--- src/rtl/datapath_sequencer_if.sv ---
// Instruction handshake plus execute-datapath control bundle between the
// instruction source, the sequencer and the register-file/ALU datapath.
interface datapath_sequencer_if #(
    parameter int ADDRESS_WIDTH = 5,
    parameter int DATA_WIDTH    = 32
);
    logic                     instr_valid;
    logic [DATA_WIDTH-1:0]    instr;
    logic                     instr_ready;
    logic                     eq;
    logic [ADDRESS_WIDTH-1:0] rs1;
    logic [ADDRESS_WIDTH-1:0] rs2;
    logic [ADDRESS_WIDTH-1:0] rd;
    logic [DATA_WIDTH-1:0]    ImmOp;
    logic                     ALUSrc;
    logic                     ALU_ctrl;
    logic                     regFileWen;
    logic                     branch_valid;
    logic                     branch_taken;
    logic [DATA_WIDTH-1:0]    branch_offset;
    logic                     illegal;
    logic [15:0]              retired_count;

    // Instruction source / datapath side
    modport master (
        output instr_valid, instr, eq,
        input  instr_ready, rs1, rs2, rd, ImmOp, ALUSrc, ALU_ctrl, regFileWen,
               branch_valid, branch_taken, branch_offset, illegal, retired_count
    );

    // Sequencer side
    modport slave (
        input  instr_valid, instr, eq,
        output instr_ready, rs1, rs2, rd, ImmOp, ALUSrc, ALU_ctrl, regFileWen,
               branch_valid, branch_taken, branch_offset, illegal, retired_count
    );
endinterface

--- src/rtl/datapath_sequencer.sv ---
// Three-state (IDLE/EXEC/WB) control sequencer for ADD, ADDI and BNE on the
// execute datapath; one instruction in flight, retire counter and branch report.
module datapath_sequencer #(
    parameter int ADDRESS_WIDTH = 5,
    parameter int DATA_WIDTH    = 32
) (
    input  logic                 clk,
    input  logic                 rst_n,
    datapath_sequencer_if.slave  bus
);
    typedef enum logic [1:0] {IDLE, EXEC, WB} state_t;

    state_t                state_q, state_d;
    logic [DATA_WIDTH-1:0] instr_q;
    logic                  eq_q;
    logic [15:0]           retired_q;

    logic [6:0] opcode;
    logic [2:0] funct3;
    logic [6:0] funct7;
    logic       is_add, is_addi, is_bne, legal, busy;

    function automatic logic signed [DATA_WIDTH-1:0] sext_i(input logic [DATA_WIDTH-1:0] w);
        return {{(DATA_WIDTH-12){w[31]}}, w[31:20]};
    endfunction

    function automatic logic signed [DATA_WIDTH-1:0] sext_b(input logic [DATA_WIDTH-1:0] w);
        return {{(DATA_WIDTH-13){w[31]}}, w[31], w[7], w[30:25], w[11:8], 1'b0};
    endfunction

    assign opcode  = instr_q[6:0];
    assign funct3  = instr_q[14:12];
    assign funct7  = instr_q[31:25];
    assign is_add  = (opcode == 7'b0110011) && (funct3 == 3'b000) && (funct7 == 7'b0000000);
    assign is_addi = (opcode == 7'b0010011) && (funct3 == 3'b000);
    assign is_bne  = (opcode == 7'b1100011) && (funct3 == 3'b001);
    assign legal   = is_add || is_addi || is_bne;
    assign busy    = (state_q == EXEC) || (state_q == WB);

    // State, latched word, registered eq flag and retire counter
    always_ff @(posedge clk or negedge rst_n) begin
        if (!rst_n) begin
            state_q   <= IDLE;
            instr_q   <= '0;
            eq_q      <= 1'b0;
            retired_q <= '0;
        end else begin
            state_q <= state_d;
            if (state_q == IDLE && bus.instr_valid)
                instr_q <= bus.instr;
            if (state_q == EXEC)
                eq_q <= bus.eq;
            if (state_q == WB && legal)
                retired_q <= retired_q + 16'd1;
        end
    end

    // Next state and datapath controls
    always_comb begin
        state_d            = state_q;
        bus.instr_ready    = 1'b0;
        bus.rs1            = '0;
        bus.rs2            = '0;
        bus.rd             = '0;
        bus.ImmOp          = '0;
        bus.ALUSrc         = 1'b0;
        bus.ALU_ctrl       = 1'b0;
        bus.regFileWen     = 1'b0;
        bus.branch_valid   = 1'b0;
        bus.branch_taken   = 1'b0;
        bus.branch_offset  = '0;
        bus.illegal        = 1'b0;

        case (state_q)
            IDLE: begin
                bus.instr_ready = rst_n;
                if (bus.instr_valid)
                    state_d = EXEC;
            end
            EXEC:    state_d = WB;
            WB:      state_d = IDLE;
            default: state_d = IDLE;
        endcase

        // Illegal words leave every control at 0 and only raise the WB pulse
        if (busy && legal) begin
            bus.rs1      = instr_q[19:15];
            bus.rs2      = instr_q[24:20];
            bus.rd       = instr_q[11:7];
            bus.ALUSrc   = is_addi;
            bus.ALU_ctrl = is_bne;
            if (is_addi)
                bus.ImmOp = sext_i(instr_q);
            else if (is_bne)
                bus.ImmOp = sext_b(instr_q);
            if (is_bne)
                bus.branch_offset = sext_b(instr_q);
        end

        if (state_q == WB) begin
            bus.regFileWen   = (is_add || is_addi) && (instr_q[11:7] != '0);
            bus.branch_valid = is_bne;
            bus.branch_taken = is_bne && !eq_q;
            bus.illegal      = !legal;
        end
    end

    assign bus.retired_count = retired_q;
endmodule
--- src/flat_wrapper.sv ---
// flat-port wrapper written by rule: the top's interface ports become plain ports
module datapath_sequencer_flat 
#(
    parameter int ADDRESS_WIDTH = 5,
    parameter int DATA_WIDTH    = 32
)
  (clk, rst_n, bus_instr_valid, bus_instr, bus_eq, bus_instr_ready, bus_rs1, bus_rs2, bus_rd, bus_ImmOp, bus_ALUSrc, bus_ALU_ctrl, bus_regFileWen, bus_branch_valid, bus_branch_taken, bus_branch_offset, bus_illegal, bus_retired_count);
  datapath_sequencer_if #(.ADDRESS_WIDTH(ADDRESS_WIDTH), .DATA_WIDTH(DATA_WIDTH)) bus_i ();
  input  logic clk;
  input  logic rst_n;
  input wire logic [$bits(bus_i.instr_valid)-1:0] bus_instr_valid;
  input wire logic [$bits(bus_i.instr)-1:0] bus_instr;
  input wire logic [$bits(bus_i.eq)-1:0] bus_eq;
  output wire logic [$bits(bus_i.instr_ready)-1:0] bus_instr_ready;
  output wire logic [$bits(bus_i.rs1)-1:0] bus_rs1;
  output wire logic [$bits(bus_i.rs2)-1:0] bus_rs2;
  output wire logic [$bits(bus_i.rd)-1:0] bus_rd;
  output wire logic [$bits(bus_i.ImmOp)-1:0] bus_ImmOp;
  output wire logic [$bits(bus_i.ALUSrc)-1:0] bus_ALUSrc;
  output wire logic [$bits(bus_i.ALU_ctrl)-1:0] bus_ALU_ctrl;
  output wire logic [$bits(bus_i.regFileWen)-1:0] bus_regFileWen;
  output wire logic [$bits(bus_i.branch_valid)-1:0] bus_branch_valid;
  output wire logic [$bits(bus_i.branch_taken)-1:0] bus_branch_taken;
  output wire logic [$bits(bus_i.branch_offset)-1:0] bus_branch_offset;
  output wire logic [$bits(bus_i.illegal)-1:0] bus_illegal;
  output wire logic [$bits(bus_i.retired_count)-1:0] bus_retired_count;
  assign bus_i.instr_valid = bus_instr_valid;
  assign bus_i.instr = bus_instr;
  assign bus_i.eq = bus_eq;
  assign bus_instr_ready = bus_i.instr_ready;
  assign bus_rs1 = bus_i.rs1;
  assign bus_rs2 = bus_i.rs2;
  assign bus_rd = bus_i.rd;
  assign bus_ImmOp = bus_i.ImmOp;
  assign bus_ALUSrc = bus_i.ALUSrc;
  assign bus_ALU_ctrl = bus_i.ALU_ctrl;
  assign bus_regFileWen = bus_i.regFileWen;
  assign bus_branch_valid = bus_i.branch_valid;
  assign bus_branch_taken = bus_i.branch_taken;
  assign bus_branch_offset = bus_i.branch_offset;
  assign bus_illegal = bus_i.illegal;
  assign bus_retired_count = bus_i.retired_count;
  datapath_sequencer #(.ADDRESS_WIDTH(ADDRESS_WIDTH), .DATA_WIDTH(DATA_WIDTH)) u_core (.clk(clk), .rst_n(rst_n), .bus(bus_i));
endmodule
--- config.mk ---
export PLATFORM = sky130hd
export DESIGN_NAME = datapath_sequencer_flat
export DESIGN_NICKNAME = d
export VERILOG_FILES = /design/src/rtl/datapath_sequencer_if.sv /design/src/rtl/datapath_sequencer.sv /design/src/flat_wrapper.sv
export SDC_FILE = /design/constraint.sdc
export NUM_CORES = 1
export LEC_CHECK = 0
export CORE_UTILIZATION = 41
export DETAILED_ROUTE_END_ITERATION = 12
export PLACE_DENSITY = 0.86
export SYNTH_ARGS = -nofsm -noshare
export SYNTH_HDL_FRONTEND = slang
export SYNTH_SLANG_ARGS = --single-unit
--- constraint.sdc ---
create_clock -name clk -period 3.2 [get_ports clk]
set_input_delay 0.96 -clock clk [delete_from_list [all_inputs] [get_ports clk]]
set_output_delay 0.96 -clock clk [all_outputs]
set_load 0.01 [all_outputs]
==> flow_summary_export.csv, run 1 <==
group,metric,value,unit
min_path,min_path_type,"reg -> reg",
sta,holdWs,490,ps
sta,rsz0062_at_grt,"yes",
sta,fin_crit,3270,ps
sta,slew-limit-headroom,57.8,%
setup_path,cpPeakStageDelay,570,ps
setup_path,startpoint_type,"flop",
placed_design,post-place-ws,-135,ps
drt,vias_per_cell,4.69,
grt,grt_pass1_wl,11500,um
synth,ys_seq_area_share,43.9,%
power_and_ir_drop,leakage,2.10,nW
outcome,status,"complete, but fails checks",
finish,fin_util,63.1,%
job,cap_violations,0,
synth,async_flop_share,100,%
floorplanning,ios,138,
synth,ys_types,41,
sta,min_period_over_period,102,%
clocking,clock_sinks,51,
grt,grt_max_degree,52,
synth,synth-edff-count,0,
finish,nFillCells,604,
grt,antenna_found_initial,0,
floorplanning,dieHeight,86.2,um
synth,syn_nets,303,
finish,layout.nets,433,
floorplanning,start_util,42.5,%
placed_design,port_buffers,136,
sta,fin_setup_tns,-171,ps
synth,synthTopCellsByArea,"dfrtp_1 44%, mux2_2 13%, buf_4 10%",
clocking,cts_root_buffer,"clkbuf_8",
outcome,failed_checks,"setup timing",
finish,areaGrowthSynthToFinish,48.3,%
placed_design,hpwl,5380,um
floorplanning,coreArea,6830,um2
synth,avgSynthCellArea,11.1,um2
setup_path,critPathRequiredTime,2240,ps
power_and_ir_drop,peakVddDrop,0.315,mV
synth,synth_area_leader_cell,"dfrtp_1",
floorplanning,rows,30,
synth,synth_warnings,0,
clocking,clock_latency,300,ps
drt,drt_iter0_drc,62,
synth,synthTopCellsByCount,"51 x dfrtp_1, 39 x buf_4, 37 x and2_1",
clocking,cts-buffers-inserted,5,
drt,wl,7140,um
floorplanning,die_w,86.2,um
grt,grt.total_usage,20.0,%
finish,antenna_cells,0,
placed_design,place.gp.congestion,0.777,
synth,syn_area,2910,um2
sta,tightest_slew,633,ps
sta,finalWorstSetupSlack,-73.9,ps
setup_path,cp-end-kind,"output port",
setup_path,slowest_stage,"or4_4",
sta,fmax,0.305,GHz
drt,dr.pass1.iters,4,
setup_path,worstSetupPathType,"reg -> out",
drt,post-route-drc-count,0,
synth,synth_top_area_share,43.9,%
sta,setup_viol,5,
synth,yosysMostFrequentCell,"dfrtp_1",
sta,hold_viol,0,
grt,overflow,0,
drt,vias,2291,
clocking,cts_hold_buffers,0,
clocking,cts_max_level,2,
synth,synthCells,261,
synth,ys_seq_elements,51,
setup_path,crit_fanout,3,
power_and_ir_drop,p_per_area,524,nW/um2
grt,grt_pass1_vias,2285,
floorplanning,dieArea,7430,um2
clocking,clkTransAtPathRegs,100,ps
clocking,cts_buffer_depth,2,
drt,wire_per_inst,14.6,um
sta,drv_slew,0,
setup_path,worstPathArrival,2310,ps
sta,finClkSkew,10.2,ps
clocking,cts_tree,"done",
drt,ant_nets,0,
setup_path,worstPathCellList,"or4_4 -> or2_4 -> buf_6 -> nor3_4 -> buf_4 -> a22oi_1 -> nor2b_1 -> buf_2",
synth,synth_ff_type,"dfrtp_1",
finish,drive_above_1_share,36.2,%
per-stage QoR:
stage	cells	power (mW)	cell area, um2
after global routing	488	2.41	4310
final	488	2.26	4310
after CTS	486	2.27	4360
after global placement	470	1.76	4250
after floorplan	261	1.49	2910
after detailed placement	470	1.80	4250
flip-flops by register name, summed over array words and instances, names as in the netlist:
register,count
u_core.instr_q,32
u_core.eq_q,1
u_core.bus.retired_count,16
u_core.state_q,2
layer usage:
layer,GRT usage (%),share of wire (%),vias up
met2,33.5,49,74
met5,0,0,-
met4,4.39,0.88,0
met3,5.14,5.6,6
li1,-,-,1106
met1,26.2,44,1105
cells in the final DEF (no fill, tap or decap), types with 3 or more instances in the layout:
| cell type | Yosys | routed |
|---|---|---|
| a22oi_1 | 5 | 4 |
| mux2_2 | 33 | 33 |
| clkdlybuf4s15_1 | 0 | 10 |
| buf_4 | 39 | 22 |
| nor2b_1 | 6 | 5 |
| dfrtp_1 | 51 | 51 |
| buf_2 | 1 | 42 |
| xnor2_1 | 15 | 15 |
| and2_4 | 0 | 5 |
| nand4_1 | 9 | 9 |
| and2_1 | 37 | 32 |
| dlygate4sd2_1 | 0 | 28 |
| nand2_1 | 10 | 9 |
| clkbuf_8 | 0 | 7 |
| nand3_1 | 6 | 6 |
| clkdlybuf4s50_1 | 0 | 51 |
| inv_1 | 3 | 3 |
| and3_1 | 6 | 6 |
| ha_1 | 6 | 6 |
| nor2_4 | 1 | 4 |
| o21ai_0 | 3 | 3 |
| buf_6 | 1 | 12 |
report_power, final:
| group | switching, mW | internal [mW] |
|---|---|---|
| clock network | 0.214 | 0.197 |
| logic | 0.332 | 0.437 |
| registers | 0.203 | 0.874 |
| total | 0.750 | 1.51 |
critical path: cells and delay by family (launching register included):
kind / cells / cell delay (ps)
simple gates: 4 / 1160
buf+inv: 3 / 410
flops: 1 / 390
compound gates: 1 / 50
final cells by class:
cell class | instances | area, um2 | area share, %
Timing Repair Buffer | 168 | 1420 | 32.9
Clock buffer | 7 | 96.3 | 2.24
Inverter | 3 | 11.3 | 0.261
Sequential cell | 51 | 1280 | 29.6
Tap cell | 96 | 120 | 2.79
Multi-Input combinational cell | 162 | 1380 | 32.0
Clock inverter | 1 | 7.51 | 0.174
kinds of logic after synthesis:
| group | share of synthesized area [%] |
|---|---|
| compound gates | 3.49 |
| xor+xnor | 4.52 |
| fa+ha+maj | 2.58 |
| buf+inv | 11.5 |
| flops | 43.9 |
| mux | 13.2 |
| other cells | 0.129 |
| simple gates | 20.6 |
final timing paths:
check | start | endpoint | slack, ps | depth (start not counted)
max reg2reg | u_core.instr_q[2]$_DFFE_PN0P_ | u_core.bus.retired_count[14]$_DFFE_PN0P_ | 1050 | 7
min | u_core.bus.retired_count[15]$_DFFE_PN0P_ | u_core.bus.retired_count[15]$_DFFE_PN0P_ | 490 | 1
max in group asynchronous | rst_n | u_core.instr_q[5]$_DFFE_PN0P_ | 1950 | 2
max | u_core.instr_q[2]$_DFFE_PN0P_ | bus_ImmOp[4] | -70 | 8
min reg2reg | u_core.bus.retired_count[15]$_DFFE_PN0P_ | u_core.bus.retired_count[15]$_DFFE_PN0P_ | 490 | 1
min in group asynchronous | rst_n | u_core.bus.retired_count[10]$_DFFE_PN0P_ | 810 | 2
repair_timing:
| item | CTS | global route |
|---|---|---|
| pin swaps | 5 | 2 |
| setup buffers | 8 | 2 |
| setup endpoints to repair | 84 | 44 |
| resized for setup | 218 | 44 |
Note: power is estimated with default switching activity, not from simulation.
==> run 2: changes to the inputs <==
--- a/config.mk
+++ b/config.mk
@@ -5,9 +5,10 @@
 export SDC_FILE = /design/constraint.sdc
 export NUM_CORES = 1
 export LEC_CHECK = 0
-export CORE_UTILIZATION = 41
+export CAP_MARGIN = 20
+export CORE_UTILIZATION = 37
 export DETAILED_ROUTE_END_ITERATION = 12
-export PLACE_DENSITY = 0.86
+export PLACE_DENSITY = 0.83
 export SYNTH_ARGS = -nofsm -noshare
 export SYNTH_HDL_FRONTEND = slang
 export SYNTH_SLANG_ARGS = --single-unit
==> constraint.sdc (replaced) <==
create_clock -name clk -period 3 [get_ports clk]
set_input_delay 0.9 -clock clk [delete_from_list [all_inputs] [get_ports clk]]
set_output_delay 0.9 -clock clk [all_outputs]
set_load 0.01 [all_outputs]
==> run 2 against run 1 <==
Compared with the run above: largest power group unchanged; total power increased by 13%; setup slack worse by 39 ps; sequential power grew 8%; the run still ends with setup timing left; sequential cell count is the same; critical path type unchanged; core utilization down 1.9 points; combinational power rose by 15%; critical endpoint unchanged; cell count is 1.4% higher; largest cell class unchanged.
==> flow_summary_export.csv, run 2 (synthesized netlist as in run 1, its figures left out) <==
group,metric,value,unit
setup_path,cp-end-kind,"output port",
clocking,cts_hold_buffers,0,
setup_path,cpPeakStageDelay,570,ps
power_and_ir_drop,power,2.55,mW
sta,finalWorstSetupSlack,-113,ps
sta,rsz0062_at_grt,"yes",
power_and_ir_drop,peakVddDrop,0.360,mV
setup_path,r2r_cells,8,
min_path,hold_path_startpoint,"u_core.bus.retired_count[15]$_DFFE_PN0P_",
finish,final_cells,495,
min_path,min_to,"u_core.bus.retired_count[15]$_DFFE_PN0P_",
finish,design_area,4530,um2
sta,fin_setup_tns,-2550,ps
drt,wire_per_inst,15.1,um
clocking,clkTransAtPathRegs,100,ps
finish,top_register,"u_core.instr_q",
sta,drv_slew,0,
finish,antenna_cells,0,
finish,layout.nets,437,
grt,overflow,0,
setup_path,critPathRequiredTime,2100,ps
clocking,cts_root_buffer,"clkbuf_8",
drt,ant_nets,0,
placed_design,dp.cells,476,
setup_path,startpoint_type,"flop",
setup_path,rrSetupSlack,910,ps
placed_design,place_area,4280,um2
clocking,cts_buffer_depth,2,
drt,vias,2315,
drt,post-route-drc-count,0,
floorplanning,dieArea,8210,um2
drt,dr.pass1.iters,4,
sta,holdWs,485,ps
setup_path,r2r_start,"u_core.instr_q[12]$_DFFE_PN0P_",
finish,largest_reg_flops,32,
job,cap_violations,0,
drt,wl,7480,um
setup_path,crit_fanout,5,
grt,antenna_found_initial,0,
sta,fmax,0.321,GHz
placed_design,post-place-ws,-278,ps
outcome,status,"complete, but fails checks",
setup_path,worstPathCellList,"or4_4 -> or2_4 -> nor2_4 -> buf_6 -> a22oi_2 -> nor2b_1 -> buf_2",
grt,grt_pass1_vias,2318,
floorplanning,coreArea,7410,um2
finish,areaGrowthSynthToFinish,55.9,%
finish,layout_commonest_cell,"buf_6",
setup_path,cp_top_family,"simple AND/OR/NAND/NOR gates",
placed_design,port_buffers,136,
sta,finClkSkew,4.05,ps
grt,grt.total_usage,18.0,%
setup_path,crit_buf_inv,2,
sta,slew-limit-headroom,56.1,%
floorplanning,dieHeight,90.6,um
sta,min_period_over_period,104,%
placed_design,hpwl,5360,um
finish,fin_util,61.1,%
min_path,hold_depth,1,
finish,drive_above_1_share,55.1,%
sta,hold_viol,0,
clocking,cts_tree,"done",
floorplanning,die_w,90.6,um
setup_path,worstSetupPathType,"reg -> out",
grt,grt_max_degree,52,
sta,setup_viol,38,
floorplanning,start_util,39.2,%
clocking,cts_max_level,2,
drt,drt_iter0_drc,65,
min_path,min_path_type,"reg -> reg",
floorplanning,ios,138,
drt,vias_per_cell,4.68,
setup_path,r2r_end,"u_core.bus.retired_count[1]$_DFFE_PN0P_",
clocking,clock_sinks,51,
power_and_ir_drop,p_per_area,562,nW/um2
setup_path,worstPathArrival,2210,ps
power_and_ir_drop,leakage,2.09,nW
setup_path,slowest_stage,"or4_4",
finish,nFillCells,630,
sta,tightest_slew,659,ps
placed_design,place.gp.congestion,0.823,
floorplanning,rows,31,
grt,grt_pass1_wl,11900,um
clocking,clock_latency,300,ps
finish,layout_common_cells,"52 x buf_6, 51 x clkdlybuf4s50_1, 51 x dfrtp_1, 37 x and2_4, 33 x mux2_2",
outcome,failed_checks,"setup timing",
clocking,cts-buffers-inserted,5,
sta,fin_crit,3110,ps
==> run 2: repair_timing <==
action,in CTS,in global routing
pin swaps,14,9
setup buffers,7,2
gates resized for setup,324,108
gates cloned,4,0
setup endpoints to repair,84,84
==> run 2: worst max-delay path by stage <==
stage | startpoint | endpoint | cells after the start
2_1_floorplan | u_core.instr_q[3]$_DFFE_PN0P_ | bus_branch_offset[13] | 6
3_3_place_gp | u_core.instr_q[3]$_DFFE_PN0P_ | bus_regFileWen | 4
3_5_place_dp | u_core.instr_q[3]$_DFFE_PN0P_ | bus_regFileWen | 4
4_1_cts | u_core.instr_q[14]$_DFFE_PN0P_ | bus_ImmOp[4] | 7
5_1_grt | u_core.instr_q[14]$_DFFE_PN0P_ | bus_ImmOp[2] | 7
6_report | u_core.instr_q[14]$_DFFE_PN0P_ | bus_ImmOp[4] | 7
==> run 2: power by group <==
group	leakage (nW)	internal, mW	switching, mW	total [mW]
Sequential	0.637	0.931	0.234	1.17
Clock	0.0548	0.252	0.245	0.497
Combinational	1.40	0.509	0.374	0.883
Total	2.09	1.69	0.853	2.55
==> run 2: layout make-up <==
cell class | count | area (um2) | share of cell area (%)
Inverter | 3 | 11.3 | 0.249
Multi-Input combinational cell | 165 | 1500 | 33.1
Sequential cell | 51 | 1280 | 28.2
Timing Repair Buffer | 169 | 1500 | 33.2
Clock buffer | 5 | 68.8 | 1.52
Clock inverter | 3 | 46.3 | 1.02
Tap cell | 99 | 124 | 2.74
==> run 2: metal layers <==
metal | vias to the layer above | wire, um | track usage [%]
li1 | 1116 | - | -
met1 | 1113 | 3300 | 24.1
met2 | 77 | 3710 | 29.7
met3 | 9 | 387 | 4.29
met4 | 0 | 85 | 3.36
met5 | - | 0 | 0
